### src/rtl/fb_memstage_if.sv
// Data-memory bus between the Firebird MEM stage and the data memory.
// It uses a req/gnt handshake for the address phase and rvalid for load data.
interface fb_memstage_if #(
  parameter int XLEN = 32
);
  logic            dmem_req;
  logic            dmem_we;
  logic [XLEN-1:0] dmem_addr;
  logic [XLEN-1:0] dmem_wdata;
  logic            dmem_gnt;
  logic            dmem_rvalid;
  logic [XLEN-1:0] dmem_rdata;

  modport master (
    output dmem_req, dmem_we, dmem_addr, dmem_wdata,
    input  dmem_gnt, dmem_rvalid, dmem_rdata
  );

  modport slave (
    input  dmem_req, dmem_we, dmem_addr, dmem_wdata,
    output dmem_gnt, dmem_rvalid, dmem_rdata
  );
endinterface

### src/rtl/fb_memstage.sv
// Firebird MEM stage: word loads and stores over the dmem bus, a stall while
// an access is outstanding, an abort on timeout, branch resolution and the
// MEM/WB pipeline register.
module fb_memstage #(
  parameter int XLEN    = 32,
  parameter int TIMEOUT = 16,
  parameter int CNT_W   = 5
) (
  input  logic                clk,
  input  logic                rst,
  input  logic                mem_mem_read,
  input  logic                mem_mem_write,
  input  logic                mem_mem_to_reg,
  input  logic                mem_reg_write,
  input  logic [XLEN-1:0]     mem_alu_res,
  input  logic [XLEN-1:0]     mem_rs2_data,
  input  logic [4:0]          mem_register_rd,
  input  logic                mem_branch,
  input  logic [XLEN-1:0]     mem_pc,
  input  logic [XLEN-1:0]     mem_imm,
  input  logic [5:0]          mem_bra_control,
  fb_memstage_if.master       dmem,
  output logic                mem_stall,
  output logic                branch_taken,
  output logic [XLEN-1:0]     branch_target,
  output logic                wb_reg_write,
  output logic                wb_mem_to_reg,
  output logic [XLEN-1:0]     wb_alu_res,
  output logic [XLEN-1:0]     wb_rdata,
  output logic [4:0]          wb_register_rd,
  output logic                bus_err
);

  localparam logic [1:0] IDLE = 2'd0;
  localparam logic [1:0] REQ  = 2'd1;
  localparam logic [1:0] WAIT = 2'd2;

  localparam logic [CNT_W-1:0] CNT_LAST = CNT_W'(TIMEOUT - 1);

  logic [1:0]       state, state_nxt;
  logic [CNT_W-1:0] cnt;

  logic access, misaligned, aligned;
  logic complete, abort, load_done;
  logic req_c, stall_c, taken_c;
  logic bra_onehot;

  // Bus outputs follow the instruction held in EX/MEM; upstream keeps it stable while stalled.
  assign dmem.dmem_addr  = mem_alu_res;
  assign dmem.dmem_wdata = mem_rs2_data;
  assign dmem.dmem_we    = mem_mem_write;
  assign branch_target   = mem_pc + mem_imm;

  // Access classification, completion/abort detection and next-state logic.
  always_comb begin
    access     = mem_mem_read | mem_mem_write;
    misaligned = access & (mem_alu_res[1:0] != 2'b00);
    aligned    = access & ~misaligned;
    complete   = 1'b0;
    state_nxt  = state;
    case (state)
      IDLE:    complete = aligned & mem_mem_write & dmem.dmem_gnt;
      REQ:     complete = mem_mem_write & dmem.dmem_gnt;
      WAIT:    complete = dmem.dmem_rvalid;
      default: complete = 1'b0;
    endcase
    abort     = (state != IDLE) & (cnt == CNT_LAST) & ~complete;
    load_done = (state == WAIT) & dmem.dmem_rvalid;
    req_c     = ((state == IDLE) & aligned) | (state == REQ);
    stall_c   = (((state == IDLE) & aligned) | (state != IDLE)) & ~complete & ~abort;
    case (state)
      IDLE: begin
        if (aligned) begin
          if (dmem.dmem_gnt) state_nxt = mem_mem_write ? IDLE : WAIT;
          else               state_nxt = REQ;
        end
      end
      REQ: begin
        if (abort)               state_nxt = IDLE;
        else if (dmem.dmem_gnt)  state_nxt = mem_mem_write ? IDLE : WAIT;
      end
      WAIT: begin
        if (dmem.dmem_rvalid | abort) state_nxt = IDLE;
      end
      default: state_nxt = IDLE;
    endcase
  end

  // Branch condition: only a single-hot compare selector can redirect.
  always_comb begin
    bra_onehot = (mem_bra_control != 6'd0) &&
                 ((mem_bra_control & (mem_bra_control - 6'd1)) == 6'd0);
    taken_c = mem_branch & bra_onehot &
              ((mem_bra_control[0] & (mem_alu_res == '0)) |
               (mem_bra_control[1] & (mem_alu_res != '0)) |
               ((mem_bra_control[2] | mem_bra_control[4]) & mem_alu_res[0]) |
               ((mem_bra_control[3] | mem_bra_control[5]) & ~mem_alu_res[0]));
  end

  // Combinational outputs are forced low while reset is held.
  assign dmem.dmem_req = rst & req_c;
  assign mem_stall     = rst & stall_c;
  assign branch_taken  = rst & taken_c;

  // Access FSM and outstanding-access timeout counter.
  always_ff @(posedge clk or negedge rst) begin
    if (!rst) begin
      state <= IDLE;
      cnt   <= '0;
    end else begin
      state <= state_nxt;
      if (state == IDLE || state_nxt == IDLE) cnt <= '0;
      else                                    cnt <= cnt + CNT_W'(1);
    end
  end

  // MEM/WB register: a bubble while stalled, with writeback suppressed on misaligned or aborted accesses.
  always_ff @(posedge clk or negedge rst) begin
    if (!rst) begin
      wb_reg_write   <= 1'b0;
      wb_mem_to_reg  <= 1'b0;
      wb_alu_res     <= '0;
      wb_rdata       <= '0;
      wb_register_rd <= '0;
      bus_err        <= 1'b0;
    end else begin
      bus_err <= misaligned | abort;
      if (stall_c) begin
        wb_reg_write <= 1'b0;
      end else begin
        wb_reg_write   <= mem_reg_write & ~misaligned & ~abort;
        wb_mem_to_reg  <= mem_mem_to_reg;
        wb_alu_res     <= mem_alu_res;
        wb_register_rd <= mem_register_rd;
      end
      if (abort)          wb_rdata <= '0;
      else if (load_done) wb_rdata <= dmem.dmem_rdata;
    end
  end

endmodule

### src/flat_wrapper.sv
// flat-port wrapper written by rule: the top's interface ports become plain ports
module fb_memstage_flat 
#(
  parameter int XLEN    = 32,
  parameter int TIMEOUT = 16,
  parameter int CNT_W   = 5
)
  (clk, rst, mem_mem_read, mem_mem_write, mem_mem_to_reg, mem_reg_write, mem_alu_res, mem_rs2_data, mem_register_rd, mem_branch, mem_pc, mem_imm, mem_bra_control, mem_stall, branch_taken, branch_target, wb_reg_write, wb_mem_to_reg, wb_alu_res, wb_rdata, wb_register_rd, bus_err, dmem_dmem_req, dmem_dmem_we, dmem_dmem_addr, dmem_dmem_wdata, dmem_dmem_gnt, dmem_dmem_rvalid, dmem_dmem_rdata);
  fb_memstage_if #(.XLEN(XLEN)) dmem_i ();
  input  logic clk;
  input  logic rst;
  input  logic mem_mem_read;
  input  logic mem_mem_write;
  input  logic mem_mem_to_reg;
  input  logic mem_reg_write;
  input  logic [XLEN-1:0] mem_alu_res;
  input  logic [XLEN-1:0] mem_rs2_data;
  input  logic [4:0] mem_register_rd;
  input  logic mem_branch;
  input  logic [XLEN-1:0] mem_pc;
  input  logic [XLEN-1:0] mem_imm;
  input  logic [5:0] mem_bra_control;
  output logic mem_stall;
  output logic branch_taken;
  output logic [XLEN-1:0] branch_target;
  output logic wb_reg_write;
  output logic wb_mem_to_reg;
  output logic [XLEN-1:0] wb_alu_res;
  output logic [XLEN-1:0] wb_rdata;
  output logic [4:0] wb_register_rd;
  output logic bus_err;
  output wire logic [$bits(dmem_i.dmem_req)-1:0] dmem_dmem_req;
  output wire logic [$bits(dmem_i.dmem_we)-1:0] dmem_dmem_we;
  output wire logic [$bits(dmem_i.dmem_addr)-1:0] dmem_dmem_addr;
  output wire logic [$bits(dmem_i.dmem_wdata)-1:0] dmem_dmem_wdata;
  input wire logic [$bits(dmem_i.dmem_gnt)-1:0] dmem_dmem_gnt;
  input wire logic [$bits(dmem_i.dmem_rvalid)-1:0] dmem_dmem_rvalid;
  input wire logic [$bits(dmem_i.dmem_rdata)-1:0] dmem_dmem_rdata;
  assign dmem_dmem_req = dmem_i.dmem_req;
  assign dmem_dmem_we = dmem_i.dmem_we;
  assign dmem_dmem_addr = dmem_i.dmem_addr;
  assign dmem_dmem_wdata = dmem_i.dmem_wdata;
  assign dmem_i.dmem_gnt = dmem_dmem_gnt;
  assign dmem_i.dmem_rvalid = dmem_dmem_rvalid;
  assign dmem_i.dmem_rdata = dmem_dmem_rdata;
  fb_memstage #(.XLEN(XLEN), .TIMEOUT(TIMEOUT), .CNT_W(CNT_W)) u_core (.clk(clk), .rst(rst), .mem_mem_read(mem_mem_read), .mem_mem_write(mem_mem_write), .mem_mem_to_reg(mem_mem_to_reg), .mem_reg_write(mem_reg_write), .mem_alu_res(mem_alu_res), .mem_rs2_data(mem_rs2_data), .mem_register_rd(mem_register_rd), .mem_branch(mem_branch), .mem_pc(mem_pc), .mem_imm(mem_imm), .mem_bra_control(mem_bra_control), .dmem(dmem_i), .mem_stall(mem_stall), .branch_taken(branch_taken), .branch_target(branch_target), .wb_reg_write(wb_reg_write), .wb_mem_to_reg(wb_mem_to_reg), .wb_alu_res(wb_alu_res), .wb_rdata(wb_rdata), .wb_register_rd(wb_register_rd), .bus_err(bus_err));
endmodule
### config.mk
export PLATFORM = sky130hd
export DESIGN_NAME = fb_memstage_flat
export DESIGN_NICKNAME = d
export VERILOG_FILES = /design/src/rtl/fb_memstage_if.sv /design/src/rtl/fb_memstage.sv /design/src/flat_wrapper.sv
export SDC_FILE = /design/constraint.sdc
export NUM_CORES = 1
export LEC_CHECK = 0
export ABC_AREA = 1
export BUFFER_PORTS_ARGS = -buffer_cell sky130_fd_sc_hd__clkbuf_2
export CAP_MARGIN = 20
export CELL_PAD_IN_SITES_DETAIL_PLACEMENT = 1
export CELL_PAD_IN_SITES_GLOBAL_PLACEMENT = 1
export CORE_ASPECT_RATIO = 0.7
export CORE_MARGIN = 2
export CORE_UTILIZATION = 25
export CTS_CLUSTER_DIAMETER = 200
export DETAILED_ROUTE_END_ITERATION = 7
export PLACE_DENSITY = 0.72
export SLEW_MARGIN = 20
export SYNTH_ARGS = -nofsm -noshare
export SYNTH_HDL_FRONTEND = slang
export SYNTH_SLANG_ARGS = --single-unit
### constraint.sdc
create_clock -name clk -period 1.8 [get_ports clk]
set_input_delay 0 -clock clk [delete_from_list [all_inputs] [get_ports clk]]
set_output_delay 0 -clock clk [all_outputs]
set_load 0.03 [all_outputs]
==> reports/qor.yml <==
synth:
  ys_warn_count: 0
  avgSynthCellArea_um2: 6.33
  synth_area_um2: 6390
  synth_cells: 1010
  yosys.area.top_type: "dfrtp_1"
  synth_edf_count: 0
  ys_top_cells_by_area: "dfrtp_1 (31%), nand2_1 (18%), inv_1 (14%), buf_4 (7.6%), ha_1 (6.5%)"
  ys_seq_area_share_pct: 30.9
  yosysMostFrequentCell: "nand2_1"
  ys.flop_type: "dfrtp_1"
  syn-num-nets: 1224
  ys_seq_elements: 79
  synth.distinct_cells: 27
  async_flop_share_pct: 100
  synth_common_cells: "nand2_1 (308), inv_1 (242), nor2_1 (103), dfrtp_1 (79), buf_4 (65)"
  synthDominantCellAreaShare_pct: 30.9
sta:
  min_period_ps: 1930
  setup_ws_ps: -126
  fin_crit_sh_pct: 107
  tightest_slew_ps: 448
  fmaxAchievable_mhz: 519
  skew_ps: 8.88
  setup_tns_ps: -2870
  setup_viol: 51
  grt_setup_unrepaired: "true"
  drv_slew: 0
  whs_ps: 0.0116
  slew_headroom_pct: 70.1
  hold_violations: 0
grt:
  overflow: 0
  grt_max_degree: 80
  grt_pass1_wl_um: 38500
  grt_usage_pct: 18.4
  antenna_found_initial: 0
  grt_pass1_vias: 7239
power:
  cellPowerDensity_nw_per_um2: 1030
  p_clk_share_pct: 22.6
  p_int_w: 0.00519
  power_switching_w: 0.00436
  power_leakage_nw: 5.70
  seq_power_share_pct: 27.0
  switching_share_pct: 45.6
  vdd_drop_max_uv: 548
  p_comb_share_pct: 50.4
  p_total_w: 0.00955
worst_setup_path:
  start_kind: "flop"
  slowest_stage: "dfrtp_1"
  r2r-end: "u_core.wb_alu_res[10]"
  path_delay_family: "simple AND/OR/NAND/NOR gates"
  crit_fanout: 3
  crit_type: "flop to output pin"
  crit_chain: "ha_2, and3_4, ha_4, o21ai_2, nand3_2, buf_12, nor2_4, buf_8"
  worstPathBufferInverterCount: 2
  critPathArrivalTime_ps: 1930
  endpoint_kind: "output pin"
  rrSetupSlack_ps: -90
  reg2reg_from: "u_core.cnt[0]"
  rr_worst_depth: 10
  crit_required_ps: 1800
  slowest_delay_ps: 390
floorplan:
  initial_core_util_pct: 25.7
  die_x_um: 195
  die-area_um2: 26900
  dieHeight_um: 138
  io_pins: 352
  core_area_um2: 24900
  rows: 48
cells_and_area:
  fin_cells: 1657
  diodes: 0
  top_regs: "u_core.wb_alu_res: 32 flops, u_core.wb_rdata: 32 flops"
  nets: 1541
  final_layout_size_suffix_gt1_share_pct: 28.5
  syn_to_final_growth_pct: 45.6
detailed_routing:
  drc: 0
  via_count: 7190
  routed_wl_um: 26200
  ant_nets: 0
  wl_per_cell_um: 15.8
  drt_iter0_drc: 270
  dr.pass1.iters: 5
  viasPerCell: 4.34
clocking:
  clockBufferDepth: 2
  cts-root-buf: "clkbuf_16"
  cts_tree: "done"
  numCtsBuffers: 9
  htreeDepth: 3
  cts.clk_slew.worst_paths_ps: 60
  clk_latency_ps: 340
  cts_sinks: 79
placed_design:
  placedCellCount: 1555
  routabilityCongestion: 0.905
  io_buffers: 287
  dp_hpwl_um: 19000
  dp_slack_ps: -57.5
outcome:
  status: "complete, but fails checks"
  violations: "setup timing"
hold_path:
  worstHoldEndpoint: "dmem_dmem_wdata[3]"
  min_path_type: "input port to output pin"
  min_from: "mem_rs2_data[3]"
  holdPathStages: 0
flow_run:
  drv_cap: 0
cell families (layout without fill, tap and decap cells):
logic type | Yosys count | in the layout | synth area share [%]
compound gates | 102 | 102 | 8.21
simple gates | 455 | 455 | 28.0
xor+xnor | 18 | 18 | 2.47
buf+inv | 322 | 644 | 23.6
flops | 79 | 79 | 30.9
fa+ha+maj | 34 | 34 | 6.78
power by group through the flow:
stage / registers, W / logic, W / clock network (W)
after CTS: 0.00256 / 0.00456 / 0.00221
after global routing: 0.00264 / 0.00521 / 0.00228
after floorplan: 0.00357 / 0.00199 / 0
final: 0.00258 / 0.00481 / 0.00216
after detailed placement: 0.00260 / 0.00425 / 0
after global placement: 0.00256 / 0.00418 / 0
per-stage QoR:
stage          cell area (µm²)  util (%)
6_report                  9300      37.4
5_1_grt                   9300      37.4
4_1_cts                   9000      36.2
3_5_place_dp              7770      31.3
3_3_place_gp              7770      31.3
2_1_floorplan             6390         -
worst max-delay path by stage:
stage | start | endpoint | slack [ps] | depth (start not counted)
floorplan | u_core.cnt[0] | u_core.wb_alu_res[27] | 100 | 9
global placement | u_core.cnt[0] | u_core.wb_rdata[13] | 30 | 11
detailed placement | u_core.cnt[0] | u_core.wb_rdata[13] | -60 | 11
CTS | u_core.cnt[1] | mem_stall | -120 | 8
global route | u_core.cnt[0] | mem_stall | -200 | 8
finish | u_core.cnt[0] | mem_stall | -130 | 8
cell type report:
type | instances | area (µm²)
clock inverter | 6 | 116
sequential | 79 | 1980
timing repair buffer | 385 | 2590
tap | 325 | 407
multi-input combinational | 609 | 3070
clock buffer | 10 | 229
inverter | 243 | 912
fill | 3268 | 15600
layout by cell type (no fill, tap or decap), types with 3 or more instances in the layout:
| cell type | count |
|---|---|
| xor2_1 | 14 |
| nand3_1 | 24 |
| o21ai_1 | 20 |
| buf_4 | 13 |
| dlygate4sd3_1 | 72 |
| nand2_2 | 6 |
| buf_2 | 3 |
| nor2_2 | 6 |
| clkbuf_16 | 14 |
| buf_8 | 3 |
| a21oi_1 | 50 |
| bufinv_16 | 3 |
| nand3_2 | 6 |
| ha_2 | 5 |
| o21ai_0 | 10 |
| inv_1 | 242 |
| buf_12 | 3 |
| a21oi_2 | 5 |
| o21ai_2 | 11 |
| nand2_1 | 301 |
| clkbuf_4 | 4 |
| clkbuf_2 | 277 |
| ha_1 | 27 |
| xnor2_1 | 4 |
| dfrtp_1 | 79 |
| or2_2 | 4 |
| nor2_1 | 97 |
| nor3_1 | 4 |
per-layer routing:
metal  track usage, %  up-vias  part of all wire (%)
met5                0        -                     0
met3             3.97       51                   5.3
met1             24.0     3369                    46
li1                 -     3558                     -
met4             6.02        0                   2.4
met2             30.3      212                    46
repair_timing:
item	in CTS	in global routing
endpoints found under the hold margin	150	0
pin swaps	2	5
gates cloned	3	6
buffers inserted	4	2
setup endpoints to repair	43	93
hold buffers	72	0
gates resized for setup	13	63
Note: power is estimated with default switching activity, not from simulation.
